[src/rtl/serial_servo_cmd_decoder.sv]
// -----------------------------------------------------------------------------
// serial_servo_cmd_decoder
//
// Turns ASCII characters from the UART receiver into servo position commands.
// For every complete command it sends a one-character reply to the UART
// transmitter.
//
// Command set:
//   'P' <d>  Set the servo position to digit d ('0'..'7'). Reply 'K'. If the
//            argument is bad, has bad parity or never arrives, reply 'E'.
//   '?'      Report the position as the digit '0' + posicao.
//   other    Reply 'E'. A character with bad parity also gets 'E'.
//
// Optional build macro:
//   SERVO_CMD_LOWERCASE_EN  When defined, 'p' is accepted as a synonym for 'P'.
//
// Ports:
//   clock         system clock
//   reset         asynchronous reset, active-low
//   rx_valid      one-cycle strobe: rx_data/rx_parity_ok carry a new character
//   rx_data       received character (N_BITS)
//   rx_parity_ok  parity result that goes with rx_data
//   tx_done       one-cycle strobe: the transmitter finished the reply
//   tx_start      one-cycle request to transmit tx_data
//   tx_data       reply character, held from tx_start until tx_done
//   posicao       current servo position index (0..7)
//   pos_valid     one-cycle strobe in the first cycle a new posicao is shown
//   erro          1 if the last completed command failed
//   db_estado     FSM state code for the debug display
// -----------------------------------------------------------------------------
module serial_servo_cmd_decoder #(
    parameter int N_BITS         = 7,
    parameter int TIMEOUT_CYCLES = 100_000_000,
    parameter int POS_RESET      = 0
) (
    input  logic              clock,
    input  logic              reset,
    input  logic              rx_valid,
    input  logic [N_BITS-1:0] rx_data,
    input  logic              rx_parity_ok,
    input  logic              tx_done,
    output logic              tx_start,
    output logic [N_BITS-1:0] tx_data,
    output logic [2:0]        posicao,
    output logic              pos_valid,
    output logic              erro,
    output logic [3:0]        db_estado
);

    localparam int CNT_W = (TIMEOUT_CYCLES > 1) ? $clog2(TIMEOUT_CYCLES) : 1;
    localparam logic [CNT_W-1:0] CNT_LAST = CNT_W'(TIMEOUT_CYCLES - 1);
    localparam logic [CNT_W-1:0] CNT_MAX  = '1;

    localparam logic [N_BITS-1:0] CH_P     = N_BITS'(8'h50);
    localparam logic [N_BITS-1:0] CH_P_LC  = N_BITS'(8'h70);
    localparam logic [N_BITS-1:0] CH_QUERY = N_BITS'(8'h3F);
    localparam logic [N_BITS-1:0] CH_0     = N_BITS'(8'h30);
    localparam logic [N_BITS-1:0] CH_7     = N_BITS'(8'h37);
    localparam logic [N_BITS-1:0] CH_ACK   = N_BITS'(8'h4B);
    localparam logic [N_BITS-1:0] CH_ERR   = N_BITS'(8'h45);

    typedef enum logic [3:0] {
        ST_IDLE       = 4'd0,
        ST_WAIT_ARG   = 4'd1,
        ST_APPLY      = 4'd2,
        ST_REPLY_SEND = 4'd3,
        ST_REPLY_WAIT = 4'd4
    } state_t;

    state_t            state_q, state_d;
    logic [CNT_W-1:0]  cnt_q, cnt_d;
    logic [2:0]        pos_q, pos_d;
    logic [N_BITS-1:0] reply_q, reply_d;
    logic              erro_q, erro_d;

    // Values for the single reply-loading path shared by all states.
    logic              reply_load;
    logic              reply_err;
    logic [N_BITS-1:0] reply_char;

    logic is_cmd_p;
    logic is_digit;

    always_comb begin
        is_cmd_p = (rx_data == CH_P);
`ifdef SERVO_CMD_LOWERCASE_EN
        if (rx_data == CH_P_LC) begin
            is_cmd_p = 1'b1;
        end
`endif
        is_digit = (rx_data >= CH_0) && (rx_data <= CH_7);
    end

    always_comb begin
        state_d    = state_q;
        cnt_d      = cnt_q;
        pos_d      = pos_q;
        reply_d    = reply_q;
        erro_d     = erro_q;
        reply_load = 1'b0;
        reply_err  = 1'b1;
        reply_char = CH_ERR;

        case (state_q)
            ST_IDLE: begin
                if (rx_valid) begin
                    if (!rx_parity_ok) begin
                        reply_load = 1'b1;
                    end else if (is_cmd_p) begin
                        state_d = ST_WAIT_ARG;
                        cnt_d   = '0;
                    end else if (rx_data == CH_QUERY) begin
                        reply_load = 1'b1;
                        reply_err  = 1'b0;
                        reply_char = N_BITS'(32'h30 + 32'(pos_q));
                    end else begin
                        reply_load = 1'b1;
                    end
                end
            end

            ST_WAIT_ARG: begin
                // A character that arrives in the expiry cycle beats the timeout.
                if (rx_valid) begin
                    if (rx_parity_ok && is_digit) begin
                        // Latch the argument now. rx_data is gone by the
                        // next cycle. APPLY then marks the change with
                        // pos_valid.
                        state_d = ST_APPLY;
                        pos_d   = rx_data[2:0];
                    end else begin
                        reply_load = 1'b1;
                    end
                end else if (cnt_q == CNT_LAST) begin
                    reply_load = 1'b1;
                end else if (cnt_q != CNT_MAX) begin
                    cnt_d = cnt_q + CNT_W'(1);
                end
            end

            ST_APPLY: begin
                reply_load = 1'b1;
                reply_err  = 1'b0;
                reply_char = CH_ACK;
            end

            ST_REPLY_SEND: begin
                state_d = ST_REPLY_WAIT;
            end

            ST_REPLY_WAIT: begin
                if (tx_done) begin
                    state_d = ST_IDLE;
                end
            end

            default: begin
                state_d = ST_IDLE;
            end
        endcase

        if (reply_load) begin
            state_d = ST_REPLY_SEND;
            reply_d = reply_char;
            erro_d  = reply_err;
        end
    end

    always_ff @(posedge clock or negedge reset) begin
        if (!reset) begin
            state_q <= ST_IDLE;
            cnt_q   <= '0;
            pos_q   <= 3'(POS_RESET);
            reply_q <= '0;
            erro_q  <= 1'b0;
        end else begin
            state_q <= state_d;
            cnt_q   <= cnt_d;
            pos_q   <= pos_d;
            reply_q <= reply_d;
            erro_q  <= erro_d;
        end
    end

    // These are decoded from the state register, so an asynchronous reset
    // drops tx_start at once.
    assign tx_start  = (state_q == ST_REPLY_SEND);
    assign pos_valid = (state_q == ST_APPLY);
    assign tx_data   = reply_q;
    assign posicao   = pos_q;
    assign erro      = erro_q;
    assign db_estado = state_q;

endmodule

[config.mk]
export PLATFORM = sky130hd
export DESIGN_NAME = serial_servo_cmd_decoder
export DESIGN_NICKNAME = d
export VERILOG_FILES = /design/src/rtl/serial_servo_cmd_decoder.sv
export SDC_FILE = /design/constraint.sdc
export NUM_CORES = 1
export LEC_CHECK = 0
export ABC_AREA = 1
export CELL_PAD_IN_SITES_DETAIL_PLACEMENT = 1
export CELL_PAD_IN_SITES_GLOBAL_PLACEMENT = 1
export CORE_MARGIN = 2
export CORE_UTILIZATION = 38
export CTS_CLUSTER_SIZE = 25
export DETAILED_ROUTE_END_ITERATION = 8
export MAX_ROUTING_LAYER = met4
export PLACE_DENSITY = 0.73
export SLEW_MARGIN = 10
export SYNTH_ARGS = -nofsm -noshare
export SYNTH_HDL_FRONTEND = slang
export SYNTH_SLANG_ARGS = --single-unit
[constraint.sdc]
create_clock -name clock -period 4.8 [get_ports clock]
set_input_delay 1.44 -clock clock [delete_from_list [all_inputs] [get_ports clock]]
set_output_delay 1.44 -clock clock [all_outputs]
set_load 0.05 [all_outputs]
==> impl_metrics.ini, run 1 <==
[routing]
routed_wl_mm = 7.51
wl_per_cell_um = 13.8
ant_nets = 0
vias = 2619
drt_first_pass_iters = 4
drc = 0
vias_per_cell = 4.80
drt_iter0_drc = 88

[synthesis]
syn-num-nets = 436
synth_top_family_by_area = simple AND/OR/NAND/NOR gates
synthCells = 423
syn_avg_cell_area_um2 = 6.45
yosys_warnings = 0
synth_compound_area_share_pct = 2.25
synthAdderAreaFrac_pct = 0.459
ys_types = 33
synth_area_mm2 = 0.00273
synth-simple-area-share_pct = 48.1
synth_mux_area_share_pct = 0.413
ys_seq_elements = 40
synth_xor_area_share_pct = 4.17
ys_seq_area_share_pct = 36.7

[sta]
setup_viol = 0
tightest_slew_ps = 1060
fin_setup_tns_ps = 0
fin_crit_ps = 3430
fin_worst_skew_ps = 9.85
rsz0062_at_grt = false
maxSlewViolCount = 0
max_freq_ghz = 0.291
final_hold_viol_count = 0
post-route-period-util_pct = 71.5
max_slew_margin_pct = 29.2

[pwr]
irDropWorstVdd_mv = 0.307
leakage_nw = 1.40
p_per_area_mw_per_mm2 = 438

[outcome]
status = finished clean

[cells_and_area]
multiInputGateArea_mm2 = 0.00152
diodes = 0
fin_area_mm2 = 0.00315
post_layout_nonfiller_instances = 546
fin_util_pct = 45.9
syn2layout_area_growth_pct = 15.6
layout.nets = 462
num-fill-cells = 936
drive_gt1_share_pct = 6.67
regArea_mm2 = 0.00100

[cts]
clockRootBuffer = clkbuf_8
post_cts.repair.setup_buffers = 0
htree_levels = 2
cts_made_buffers = 5
cts_resized = 0
clk_latency_ps = 300
cts_tree = done
clockBufferDepth = 2
clk_pin_slew_ps = 90
cts.hold.buffers_added = 0
cts.sink_count = 40

[floorplan]
die_width_um = 88.7
io_pins = 29
core_area_mm2 = 0.00687
die_h_um = 88.7
design.die.area_mm2 = 0.00787
start_util_pct = 39.7
core.rowCount = 30

[global_routing]
grt_use_total_pct = 21.1
grt_pass1_vias = 2654
grt.busiest_layer = met2
grt-ovfl-total = 0
grt_pass1_wl_mm = 12.6
antenna_found_initial = 0
grt_use_met1_pct = 26.5
use_met3_pct = 3.17
grt_max_degree = 41
use_met2_pct = 36.0

[placed_design]
hpwl_mm = 5.57
io_buffers = 27
gp_congestion = 0.844
placed_area_mm2 = 0.00304
dp_cells = 538

[setup_path]
critPathRequiredTime_ps = 3360
crit_path_max_fanout = 5
r2r_setup_slack_ps = 2400
startpoint_type = flop
critPathKind = reg -> out
end_kind = primary output
cp.arrival_ps = 1990

[flow_run]
drv_cap = 0

[min_path]
hp-class = reg -> reg
[metrics by stage]
stage | hold slack [ps] | setup WS [ps] | total power, mW
after floorplan | 473 | 1300 | 0.955
after global placement | 503 | 1540 | 1.10
after detailed placement | 502 | 1470 | 1.11
after CTS | 528 | 1350 | 1.40
after global routing | 557 | 1250 | 1.46
final | 518 | 1370 | 1.38
[path summary, 6_finish.rpt]
path | cells after the start | end | startpoint
setup / recovery | 4 | pos_valid | db_estado[1]
hold / removal | 2 | tx_data[0] | tx_data[0]
setup reg to reg | 7 | cnt_q[22] | db_estado[0]
hold reg to reg | 2 | tx_data[0] | tx_data[0]
max in group asynchronous | 1 | cnt_q[3] | reset
min in group asynchronous | 1 | cnt_q[24] | reset
[critical path: stages (launching register included)]
cell and delay (ps):
dfrtp_1 470, inv_1 90, nor3_1 140, buf_4 180
clkdlybuf4s50_1 810
[placed cells by master (no fill, tap or decap), types with 5 or more instances in the layout]
cell type / netlist / final
clkbuf_8: 0 / 5
clkdlybuf4s50_1: 0 / 26
dfrtp_1: 40 / 40
inv_1: 33 / 33
nand2_1: 181 / 181
nand2_2: 6 / 6
nand3_1: 22 / 22
nor2_1: 87 / 87
xnor2_1: 6 / 6
xor2_1: 7 / 7
[layer usage]
metal / wire, um / vias up
met5: 0 / -
met4: 87 / 0
met3: 186 / 9
met2: 3660 / 45
met1: 3580 / 1238
li1: - / 1327
[Yosys cell counts (all sizes together)]
library cell / count / area [um2]
a21oi: 5 / 28.8
buf: 8 / 76.3
clkbuf: 1 / 3.75
conb: 1 / 3.75
dfrtp: 40 / 1000
ha: 1 / 12.5
inv: 35 / 131
mux2: 1 / 11.3
nand2: 189 / 739
nand3: 23 / 128
nand3b: 2 / 15.0
nand4: 1 / 6.26
nor2: 92 / 382
nor3: 5 / 36.3
o211ai: 1 / 7.51
o21ai: 2 / 10.0
o21bai: 2 / 15.0
or2: 1 / 6.26
xnor2: 6 / 52.6
xor2: 7 / 61.3
[sequential cells by signal, summed over array words and instances, names as in the netlist]
| signal | cells |
|---|---|
| cnt_q | 27 |
| db_estado | 3 |
| erro | 1 |
| tx_data | 6 |
| posicao | 3 |
[final cells by class]
type                            instances  share of cell area, %
Clock inverter                          3                   1.35
Inverter                               35                   4.17
Tap cell                               96                   3.81
Multi-Input combinational cell        339                   48.1
Clock buffer                            5                   2.18
Timing Repair Buffer                   28                   8.65
Sequential cell                        40                   31.8
[power breakdown]
part | switching (mW) | internal [mW] | total (mW) | leakage (nW)
Sequential | 0.0452 | 0.381 | 0.426 | 0.533
Clock | 0.130 | 0.154 | 0.284 | 0.0541
Combinational | 0.495 | 0.177 | 0.671 | 0.816
[kinds of logic (layout without fill, tap and decap cells)]
group           count (synthesis)  after routing
simple gates                  313            313
xor+xnor                       13             13
other cells                     1              1
flops                          40             40
buf+inv                        44             71
fa+ha+maj                       1              1
compound gates                 10             10
mux                             1              1
No activity file was read; power rests on OpenSTA's default activity.
==> run 2: changes to the inputs <==
==> constraint.sdc (replaced) <==
create_clock -name clock -period 3.4 [get_ports clock]
set_input_delay 1.02 -clock clock [delete_from_list [all_inputs] [get_ports clock]]
set_output_delay 1.02 -clock clock [all_outputs]
set_load 0.05 [all_outputs]
==> run 2 against run 1 <==
Worst setup slack got worse by 1100 ps; clock skew decreased by 1.5 ps; global-route usage increased by 0.35 points; combinational power increased by 48%; total power increased by 45%; sequential share of layout area decreased by 0.25 points.
==> impl_metrics.ini, run 2 (synthesis gave the netlist of run 1 again) <==
[outcome]
status = finished clean

[global_routing]
grt_pass1_vias = 2789
grt-ovfl-total = 0
grt_pass1_wl_mm = 12.9
antenna_found_initial = 0
grt_use_total_pct = 21.5
grt_max_degree = 41

[sta]
fin_worst_skew_ps = 8.36
final_hold_viol_count = 0
post-route-period-util_pct = 90.9
max_freq_ghz = 0.324
setup_viol = 0
rsz0062_at_grt = false
fin_crit_ps = 3090
fin_setup_tns_ps = 0
max_slew_margin_pct = 30.0
tightest_slew_ps = 1050
maxSlewViolCount = 0

[pwr]
swShare_pct = 47.8
clkPwrFrac_pct = 20.5
switching_power_mw = 0.958
p_comb_share_pct = 49.5
leakage_nw = 1.42
power.internal_mw = 1.04
p_per_area_mw_per_mm2 = 630
p_seq_share_pct = 30.0
irDropWorstVdd_mv = 0.514

[floorplan]
design.die.area_mm2 = 0.00787
core_area_mm2 = 0.00687
die_h_um = 88.7
die_width_um = 88.7
io_pins = 29
core.rowCount = 30
start_util_pct = 39.7

[setup_path]
cp-endpoint = pos_valid
startpoint_type = flop
critPathRequiredTime_ps = 2380
path_cells = inv_1 > nor3_1 > clkdlybuf4s50_1
r2r_setup_slack_ps = 1070
crit_slowest_cell = clkdlybuf4s50_1
end_kind = primary output
critical_path.max_stage_delay_ps = 890
rr_endpoint = db_estado[1]
timing.rr.start = db_estado[0]
crit_path_max_fanout = 5
critPathKind = reg -> out
cp.arrival_ps = 2070
rr_worst_depth = 7
crit_start = db_estado[1]

[cells_and_area]
layout_commonest_cell = nand2_1
largest_register_ffs = 27
syn2layout_area_growth_pct = 16.5
post_layout_nonfiller_instances = 547
largest-register = cnt_q
diodes = 0
layout_common_cells = 181 x nand2_1, 87 x nor2_1, 40 x dfrtp_1, 33 x inv_1, 26 x clkdlybuf4s50_1
fin_area_mm2 = 0.00318
layout.nets = 463
drive_gt1_share_pct = 6.87

[routing]
drt_first_pass_iters = 4
routed_wl_mm = 7.50
vias = 2647
ant_nets = 0
vias_per_cell = 4.84
wl_per_cell_um = 13.7
drt_iter0_drc = 75
drc = 0

[cts]
cts_made_buffers = 5
clockBufferDepth = 2
clockRootBuffer = clkbuf_8
cts_tree = done
clk_latency_ps = 300
cts.sink_count = 40
clk_pin_slew_ps = 90
post_cts.repair.setup_buffers = 0
cts.hold.buffers_added = 0
cts_resized = 0
htree_levels = 2

[min_path]
hp-class = reg -> reg
min_delay_path_depth = 2

[placed_design]
hpwl_mm = 5.71
placed_area_mm2 = 0.00306
gp_congestion = 0.883
io_buffers = 27
dp_cells = 539

[flow_run]
drv_cap = 0
==> run 2: changes by cell type in the layout (fill, tap and decap cells not counted), sizes merged <==
cell	delta
clkinv	+1
clkinvlp	-1
buf	+1
==> run 2: final cells by class <==
cell class	count	area, um2
Sequential cell	40	1000
Multi-Input combinational cell	339	1520
Clock buffer	5	68.8
Tap cell	96	120
Inverter	35	131
Fill cell	929	3690
Clock inverter	3	47.5
Timing Repair Buffer	29	293
==> run 2: worst min-delay path by stage <==
| stage | start | endpoint | slack, ps |
|---|---|---|---|
| global placement | tx_data[6] | tx_data[6] | 490 |
| CTS | tx_data[6] | tx_data[6] | 530 |
| finish | tx_data[6] | tx_data[6] | 520 |
| floorplan | cnt_q[1] | cnt_q[1] | 470 |
| detailed placement | tx_data[6] | tx_data[6] | 500 |
| global route | tx_data[0] | tx_data[0] | 550 |
==> run 2: critical path: cells and delay by family (launching register included) <==
kind / cells / cell delay, ps
flip-flops: 1 / 450
AND/OR/NAND/NOR: 1 / 340
buffers and inverters: 2 / 980
==> run 2: per-stage QoR <==
step	power, mW	setup WS [ps]	hold slack [ps]	util, %
after detailed placement	1.62	439	498	44.6
after global routing	2.14	235	553	46.2
final	2.00	310	522	46.2
after floorplan	1.35	316	473	-
after global placement	1.60	545	489	44.6
after CTS	2.04	253	529	46.2
==> run 2: metal layers <==
layer,wire length [um],GRT usage (%)
met1,3430,25.3
met3,219,4.38
met4,145,7.16
met2,3710,36.6
met5,0,-
==> run 2: power groups by stage <==
stage	Clock, mW	Sequential [mW]	Combinational [mW]
after detailed placement	0	0.608	1.01
final	0.411	0.601	0.990
after floorplan	0	0.767	0.581
after global placement	0	0.607	0.993
after CTS	0.426	0.601	1.01
after global routing	0.445	0.609	1.09
==> run 3: changes to the inputs <==
--- a/config.mk
+++ b/config.mk
@@ -6,14 +6,12 @@
 export NUM_CORES = 1
 export LEC_CHECK = 0
 export ABC_AREA = 1
-export CELL_PAD_IN_SITES_DETAIL_PLACEMENT = 1
-export CELL_PAD_IN_SITES_GLOBAL_PLACEMENT = 1
 export CORE_MARGIN = 2
 export CORE_UTILIZATION = 38
 export CTS_CLUSTER_SIZE = 25
 export DETAILED_ROUTE_END_ITERATION = 8
 export MAX_ROUTING_LAYER = met4
-export PLACE_DENSITY = 0.73
+export PLACE_DENSITY = 0.54
 export SLEW_MARGIN = 10
 export SYNTH_ARGS = -nofsm -noshare
 export SYNTH_HDL_FRONTEND = slang
==> run 3 against run 2 <==
Critical path type unchanged; clock power decreased by 1%; largest power group unchanged; combinational power decreased by 5.5%; clock skew increased by 3.9 ps.
==> impl_metrics.ini, run 3 (synthesis gave the netlist of run 1 again) <==
[floorplan]
core_area_mm2 = 0.00687
die_width_um = 88.7
core.rowCount = 30
io_pins = 29
start_util_pct = 39.7
design.die.area_mm2 = 0.00787
die_h_um = 88.7

[placed_design]
hpwl_mm = 4.81
placed_area_mm2 = 0.00305
gp_congestion = 0.940
io_buffers = 27
preCtsSetupSlack_ps = 590

[routing]
drt_iter0_drc = 78
ant_nets = 0
drc = 0
drt_first_pass_iters = 4
vias_per_cell = 4.64
routed_wl_mm = 6.47
wl_per_cell_um = 11.8
vias = 2537

[cells_and_area]
layout_commonest_cell = nand2_1
largest-register = cnt_q
syn2layout_area_growth_pct = 16.0
layout.nets = 463
fin_area_mm2 = 0.00316
diodes = 0
num-fill-cells = 739
largest_register_ffs = 27
layout_common_cells = 181 x nand2_1, 87 x nor2_1, 40 x dfrtp_1, 33 x inv_1, 26 x clkdlybuf4s50_1
fin_util_pct = 46.0
drive_gt1_share_pct = 6.87

[pwr]
total_power_mw = 1.95
p_per_area_mw_per_mm2 = 615
irDropWorstVdd_mv = 0.506
leakage_nw = 1.41

[setup_path]
startpoint_type = flop
r2r_setup_slack_ps = 1190
rr_worst_depth = 7
rr_endpoint = db_estado[1]
end_kind = primary output
crit_path_max_fanout = 5
timing.rr.start = db_estado[0]
critPathKind = reg -> out
cp.arrival_ps = 1960
critPathRequiredTime_ps = 2380

[sta]
fin_crit_ps = 2980
setup_viol = 0
post-route-period-util_pct = 87.7
maxSlewViolCount = 0
tightest_slew_ps = 998
final_hold_viol_count = 0
fin_setup_tns_ps = 0
max_slew_margin_pct = 33.4
max_freq_ghz = 0.335
fin_ws_ps = 417
fin_worst_skew_ps = 12.3
rsz0062_at_grt = false

[min_path]
hp-class = reg -> reg
min-delay-start = tx_data[3]
hold_path_end = tx_data[3]
min_delay_path_depth = 2

[outcome]
status = finished clean

[cts]
clockRootBuffer = clkbuf_8
post_cts.repair.setup_buffers = 0
cts_made_buffers = 5
cts.sink_count = 40
clk_pin_slew_ps = 90
cts_resized = 0
cts.hold.buffers_added = 0
clk_latency_ps = 300
cts_tree = done
htree_levels = 2
clockBufferDepth = 2

[flow_run]
drv_cap = 0

[global_routing]
grt_pass1_vias = 2502
grt_pass1_wl_mm = 11.4
grt_use_total_pct = 19.1
grt_max_degree = 41
grt-ovfl-total = 0
antenna_found_initial = 0
[run 3: changes by cell type in the layout (fill, tap and decap cells not counted), sizes merged]
cell,change
clkinv,-2
clkinvlp,+1
inv,+1
[run 3: worst max-delay path by stage]
stage                 startpoint            to  slack [ps]  cells past startpoint
global placement      rx_data[2]  db_estado[1]         650                      8
CTS                 db_estado[1]     pos_valid         420                      4
detailed placement    rx_data[2]  db_estado[1]         590                      8
finish              db_estado[1]     pos_valid         420                      4
floorplan           db_estado[1]     pos_valid         320                      2
global route        db_estado[1]     pos_valid         340                      4
[run 3: cell type report]
cell class              count  area [um2]  area share (%)
clock buffers               5        68.8            2.18
clock inverters             3        46.3            1.46
inverters                  35         131            4.15
multi-input cells         339        1520            47.9
flip-flops and latches     40        1000            31.6
well taps                  96         120            3.80
repair buffers             29         280            8.86
[run 3: power breakdown]
group          total, mW  internal [mW]  switching [mW]
Combinational      0.936          0.260           0.676
Clock              0.407          0.221           0.186
Sequential         0.602          0.538          0.0643
[run 3: routing by layer]
layer	wire length [um]	global-route usage, %	vias up
met5	0	-	-
met4	133	7.16	0
met3	234	3.92	12
met2	3060	31.0	50
met1	3040	23.3	1143
li1	-	-	1332
[run 3: through the flow]
| step | instances | hold WS, ps |
|---|---|---|
| floorplan | 423 | 473 |
| global placement | 539 | 501 |
| detailed placement | 539 | 504 |
| CTS | 547 | 536 |
| global route | 547 | 544 |
| finish | 547 | 536 |
[run 3: worst max-delay path: stages (launching register included)]
cell and delay [ps]:
dfrtp_1 470, inv_1 80, nor3_1 130, buf_4 170, clkdlybuf4s50_1 810
